<file path="src/rtl/nss_pkg.sv">
// Shared types and helpers for the nibble-serial subtractor.
// Holds the slice width, the controller state encoding and the borrow generate/propagate helper.
package nss_pkg;

    localparam int unsigned NIBBLE_W = 4;

    typedef enum logic [1:0] {
        IDLE,
        RUN,
        DONE
    } state_t;

    typedef struct packed {
        logic [NIBBLE_W-1:0] g;
        logic [NIBBLE_W-1:0] p;
    } gp_t;

    // Bit i generates a borrow when a=0,b=1; it passes an incoming borrow through when a==b.
    function automatic gp_t borrow_gp(input logic [NIBBLE_W-1:0] a,
                                      input logic [NIBBLE_W-1:0] b);
        gp_t r;
        r.g = ~a & b;
        r.p = ~(a ^ b);
        return r;
    endfunction

endpackage

</file>
<file path="src/rtl/nibble_sub.sv">
// 4-bit combinational borrow-lookahead subtractor: {bout, d} = a - b - bin.
// Every borrow is a flat sum of products over generate/propagate terms.
module nibble_sub
    import nss_pkg::*;
(
    input  logic [NIBBLE_W-1:0] a,
    input  logic [NIBBLE_W-1:0] b,
    input  logic                bin,
    output logic [NIBBLE_W-1:0] d,
    output logic                bout
);

    gp_t        gp;
    logic [4:0] br;

    always_comb begin
        gp    = borrow_gp(a, b);
        br[0] = bin;
        br[1] = gp.g[0] | (gp.p[0] & bin);
        br[2] = gp.g[1] | (gp.p[1] & gp.g[0]) | (gp.p[1] & gp.p[0] & bin);
        br[3] = gp.g[2] | (gp.p[2] & gp.g[1]) | (gp.p[2] & gp.p[1] & gp.g[0])
              | (gp.p[2] & gp.p[1] & gp.p[0] & bin);
        br[4] = gp.g[3] | (gp.p[3] & gp.g[2]) | (gp.p[3] & gp.p[2] & gp.g[1])
              | (gp.p[3] & gp.p[2] & gp.p[1] & gp.g[0])
              | (gp.p[3] & gp.p[2] & gp.p[1] & gp.p[0] & bin);
        d     = a ^ b ^ br[3:0];
        bout  = br[4];
    end

    // In 5-bit two's complement, a - b - bin == d - 16*bout is the same as {bout,d}.
    always_comb begin
        assert (({1'b0, a} - {1'b0, b} - {4'b0000, bin}) == {bout, d});
    end

endmodule

</file>
<file path="src/rtl/nibble_serial_sub.sv">
// Nibble-serial WIDTH-bit subtractor: one 4-bit slice per cycle with chained borrow,
// behind valid/ready operand and result handshakes. All outputs are registered.
module nibble_serial_sub
    import nss_pkg::*;
#(
    parameter int unsigned WIDTH = 16
) (
    input  logic             clk,
    input  logic             rst_n,
    input  logic             in_valid,
    output logic             in_ready,
    input  logic [WIDTH-1:0] a,
    input  logic [WIDTH-1:0] b,
    input  logic             bin,
    output logic             out_valid,
    input  logic             out_ready,
    output logic [WIDTH-1:0] diff,
    output logic             bout,
    output logic             zero
);

    localparam int unsigned NIB    = WIDTH / NIBBLE_W;
    localparam int unsigned KW     = (NIB > 1) ? $clog2(NIB) : 1;
    localparam logic [KW-1:0] K_LAST = KW'(NIB - 1);

    state_t              state_q, state_d;
    logic [WIDTH-1:0]    a_q, a_d;
    logic [WIDTH-1:0]    b_q, b_d;
    logic [WIDTH-1:0]    diff_q, diff_d;
    logic [KW-1:0]       k_q, k_d;
    logic                borrow_q, borrow_d;
    logic                bout_q, bout_d;
    logic                zero_q, zero_d;
    logic                in_ready_q, in_ready_d;
    logic                out_valid_q, out_valid_d;

    logic [NIBBLE_W-1:0] slice_a, slice_b, slice_d;
    logic                slice_bout;

    always_comb begin
        slice_a = a_q[k_q*NIBBLE_W +: NIBBLE_W];
        slice_b = b_q[k_q*NIBBLE_W +: NIBBLE_W];
    end

    nibble_sub u_slice (
        .a    (slice_a),
        .b    (slice_b),
        .bin  (borrow_q),
        .d    (slice_d),
        .bout (slice_bout)
    );

    always_comb begin
        state_d  = state_q;
        a_d      = a_q;
        b_d      = b_q;
        diff_d   = diff_q;
        k_d      = k_q;
        borrow_d = borrow_q;
        bout_d   = bout_q;
        zero_d   = zero_q;

        case (state_q)
            IDLE: begin
                if (in_ready_q && in_valid) begin
                    a_d      = a;
                    b_d      = b;
                    borrow_d = bin;
                    k_d      = '0;
                    state_d  = RUN;
                end
            end
            RUN: begin
                diff_d[k_q*NIBBLE_W +: NIBBLE_W] = slice_d;
                borrow_d = slice_bout;
                if (k_q == K_LAST) begin
                    bout_d  = slice_bout;
                    zero_d  = (diff_d == '0);
                    k_d     = '0;
                    state_d = DONE;
                end else begin
                    k_d = k_q + 1'b1;
                end
            end
            DONE: begin
                if (out_ready) begin
                    state_d = IDLE;
                end
            end
            default: state_d = IDLE;
        endcase

        // Handshake flags are registered from the next state so they stay low during reset.
        in_ready_d  = (state_d == IDLE);
        out_valid_d = (state_d == DONE);
    end

    always_ff @(posedge clk or negedge rst_n) begin
        if (!rst_n) begin
            state_q     <= IDLE;
            a_q         <= '0;
            b_q         <= '0;
            diff_q      <= '0;
            k_q         <= '0;
            borrow_q    <= 1'b0;
            bout_q      <= 1'b0;
            zero_q      <= 1'b0;
            in_ready_q  <= 1'b0;
            out_valid_q <= 1'b0;
        end else begin
            state_q     <= state_d;
            a_q         <= a_d;
            b_q         <= b_d;
            diff_q      <= diff_d;
            k_q         <= k_d;
            borrow_q    <= borrow_d;
            bout_q      <= bout_d;
            zero_q      <= zero_d;
            in_ready_q  <= in_ready_d;
            out_valid_q <= out_valid_d;
        end
    end

    assign in_ready  = in_ready_q;
    assign out_valid = out_valid_q;
    assign diff      = diff_q;
    assign bout      = bout_q;
    assign zero      = zero_q;

endmodule

</file>
<file path="config.mk">
export PLATFORM = sky130hd
export DESIGN_NAME = nibble_serial_sub
export DESIGN_NICKNAME = d
export VERILOG_FILES = /design/src/rtl/nss_pkg.sv /design/src/rtl/nibble_sub.sv /design/src/rtl/nibble_serial_sub.sv
export SDC_FILE = /design/constraint.sdc
export NUM_CORES = 1
export LEC_CHECK = 0
export CAP_MARGIN = 10
export CORE_MARGIN = 2
export CORE_UTILIZATION = 41
export DETAILED_ROUTE_END_ITERATION = 8
export PLACE_DENSITY_LB_ADDON = 0.15
export SYNTH_ARGS = -nofsm -noshare
export SYNTH_HDL_FRONTEND = slang
export SYNTH_SLANG_ARGS = --single-unit
</file>
<file path="constraint.sdc">
create_clock -name clk -period 9.16 [get_ports clk]
set_clock_uncertainty 0.05 [all_clocks]
set_input_delay 1.832 -clock clk [delete_from_list [all_inputs] [get_ports clk]]
set_output_delay 1.832 -clock clk [all_outputs]
set_load 0.03 [all_outputs]
</file>
==> results_dict.tcl <==
set metrics [dict create \
    status "finished clean" \
    ctsResizeCount 0 \
    grt_usage 0.166 \
    criticalPathCategory "reg -> out" \
    r2r_cells 7 \
    period_share 0.365 \
    clkSinkCount 57 \
    yosysWarnings 0 \
    grt_util_met3 0.0751 \
    grt_setup_unrepaired "false" \
    drcViolationCount 0 \
    dp.cells 345 \
    start_kind "flop" \
    tightestPinTransition_ns 0.728 \
    finalSetupTns_ns 0 \
    crit_required_ns 7.28 \
    nets 327 \
    min_path_type "reg -> reg" \
    rows 29 \
    setup-violations-final 0 \
    ios 57 \
    wl_um 5330 \
    die_h_um 85.7 \
    routed_via_density 5.19 \
    min_to "bout" \
    grt_antenna_before_repair 0 \
    gp_congestion 0.826 \
    worstReg2RegStart "k_q[0]" \
    antennaDiodeCount 0 \
    grt_pass1_vias 1872 \
    start_util 0.428 \
    reg2reg_to "zero" \
    synth_cells 218 \
    cts_setup_buffers 0 \
    clockRootBuffer "clkbuf_8" \
    synth.distinct_cells 39 \
    syn-mean-instance-area_um2 12.5 \
    grt_busiest_layer "met2" \
    timing.fmax_mhz 299 \
    min_from "bout" \
    crit_family "buffers and inverters" \
    fin_cells 361 \
    ys_seq_area_frac 0.522 \
    ys_seq_elements 57 \
    grt_pass1_wl_um 9190 \
    port_buffers 56 \
    antenna_left 0 \
    grt_max_degree 58 \
    synth_top_area_share 0.522 \
    area_delta_synth_final_pct 30.8 \
    cp.buffers_inverters 1 \
    synth_area_leaders "dfrtp_1, mux2_2, mux4_2, ha_1, nand2_1" \
    synthTopCellsByCount "dfrtp_1, mux2_2, nand2_1, o21ai_0, ha_1" \
    slew_viol_final 0 \
    synth_fp_nets 266 \
    die_w_um 85.7 \
    cpPeakStageDelay_ns 0.70 \
    path_max_fanout 3 \
    cts_tree "done" \
    yosysMostFrequentCell "dfrtp_1" \
    regToRegSetupSlack_ns 5.82 \
    power_mw 1.43 \
    cp_cell_sequence "clkdlybuf4s50_1" \
    grt_overflow_total 0 \
    slowest_stage "clkdlybuf4s50_1" \
    finalInstanceArea_um2 3580 \
    synth_ff_type "dfrtp_1" \
    wl_per_cell_um 14.8 \
    holdPathStages 2 \
    synth-edff-count 0 \
    final-hold-violation-count 0 \
    cap_viol_max_count 0 \
    cp-end-kind "output pin" \
    period_minus_slack_ns 3.34 \
    startpoint "diff[3]" \
    routed-via-count 1872 \
    first_pass_iters 4 \
    cts.reportedPaths.clkPinSlew_ns 0.06 \
    worst_ir_drop_vdd_mv 0.239 \
    insertion_delay_ns 0.34 \
    clockBufferDepth 2 \
    holdBufCountCts 0 \
    setup_ws_ns 5.82 \
    place_ws_ns 5.57 \
    htreeDepth 3 \
    dp_hpwl_um 3810 \
    p_leak_nw 1.51 \
    die_area_um2 7340 \
    p_per_area_nw_per_um2 399 \
    synth_async_sr_flop_share 1.00 \
    met1_usage 0.222 \
    critPathArrivalTime_ns 1.46 \
    syn_area_um2 2740 \
    grt_use_met2 0.241 \
    drive_gt1_frac 0.232 \
    yosysTopAreaCell "dfrtp_1" \
    place_area_um2 3380 \
    slew-limit-headroom 0.514 \
    cts_buffers 9 \
    dr.first_iter.drc_count 75 \
    core_um2 6390 \
]
[per-layer routing]
| metal | vias up | wire length, µm | share of wire |
|---|---|---|---|
| met2 | 43 | 2400 | 0.45 |
| met3 | 7 | 310 | 0.058 |
| met4 | 0 | 62 | 0.012 |
| met5 | - | 0 | 0 |
| li1 | 913 | - | - |
| met1 | 909 | 2560 | 0.48 |
[sequential cells by signal (all words and copies together) (netlist names)]
name       flops
a_q           16
b_q           16
borrow_q       1
bout           1
diff          16
in_ready       1
k_q            2
out_valid      1
state_q        2
zero           1
[layout by cell type, fill, tap and decap left out, drive strengths merged, types with 2 or more instances in the layout]
cell           netlist  layout
clkdlybuf4s50        0      55
nor3                 2       2
o21ai               16      16
xor2                 2       2
mux2                32      32
mux4                 8       8
nor2                 6       6
buf                  6       4
inv                  6       6
clkbuf               3      10
nor4                 3       3
clkinv               0       4
dfrtp               57      57
and2                 3       3
nand2               31      31
nand4                2       2
a21oi                3       3
ha                  10      10
o31ai                5       5
nor4bb               4       4
[how the worst max path moves through the flow]
stage | to | slack, ns | depth (start not counted)
6_report | diff[3] | 5.82 | 1
4_1_cts | diff[3] | 5.80 | 1
3_3_place_gp | b_q[12] | 5.60 | 4
3_5_place_dp | borrow_q | 5.57 | 6
5_1_grt | zero | 5.63 | 7
2_1_floorplan | zero | 6.04 | 8
[power breakdown]
| part | switching [mW] | total [mW] | leakage [nW] | internal (mW) |
|---|---|---|---|---|
| logic | 0.404 | 0.754 | 0.692 | 0.350 |
| registers | 0.0821 | 0.447 | 0.712 | 0.364 |
| clock network | 0.0979 | 0.229 | 0.102 | 0.131 |
| total | 0.584 | 1.43 | 1.51 | 0.845 |
[logic make-up after synthesis]
| family | synth area share |
|---|---|
| fa+ha+maj | 0.0531 |
| simple gates | 0.117 |
| buf+inv | 0.0233 |
| mux | 0.201 |
| flops | 0.522 |
| xor+xnor | 0.00915 |
| compound gates | 0.0746 |
[final cells by class]
type                    instances  area (µm²)
fillers                       553        2810
flip-flops and latches         57        1430
multi-input cells             146        1260
repair buffers                 59         578
clock buffers                  10         138
well taps                      77        96.3
clock inverters                 6        57.6
inverters                       6        22.5
[stage by stage]
stage                     hold WS (ns)   util
after global routing             0.462  0.560
after detailed placement         0.429  0.530
final                            0.436  0.560
after CTS                        0.443  0.560
after global placement           0.425  0.530
after floorplan                  0.425      -
Note: power is estimated with default switching activity, not from simulation.
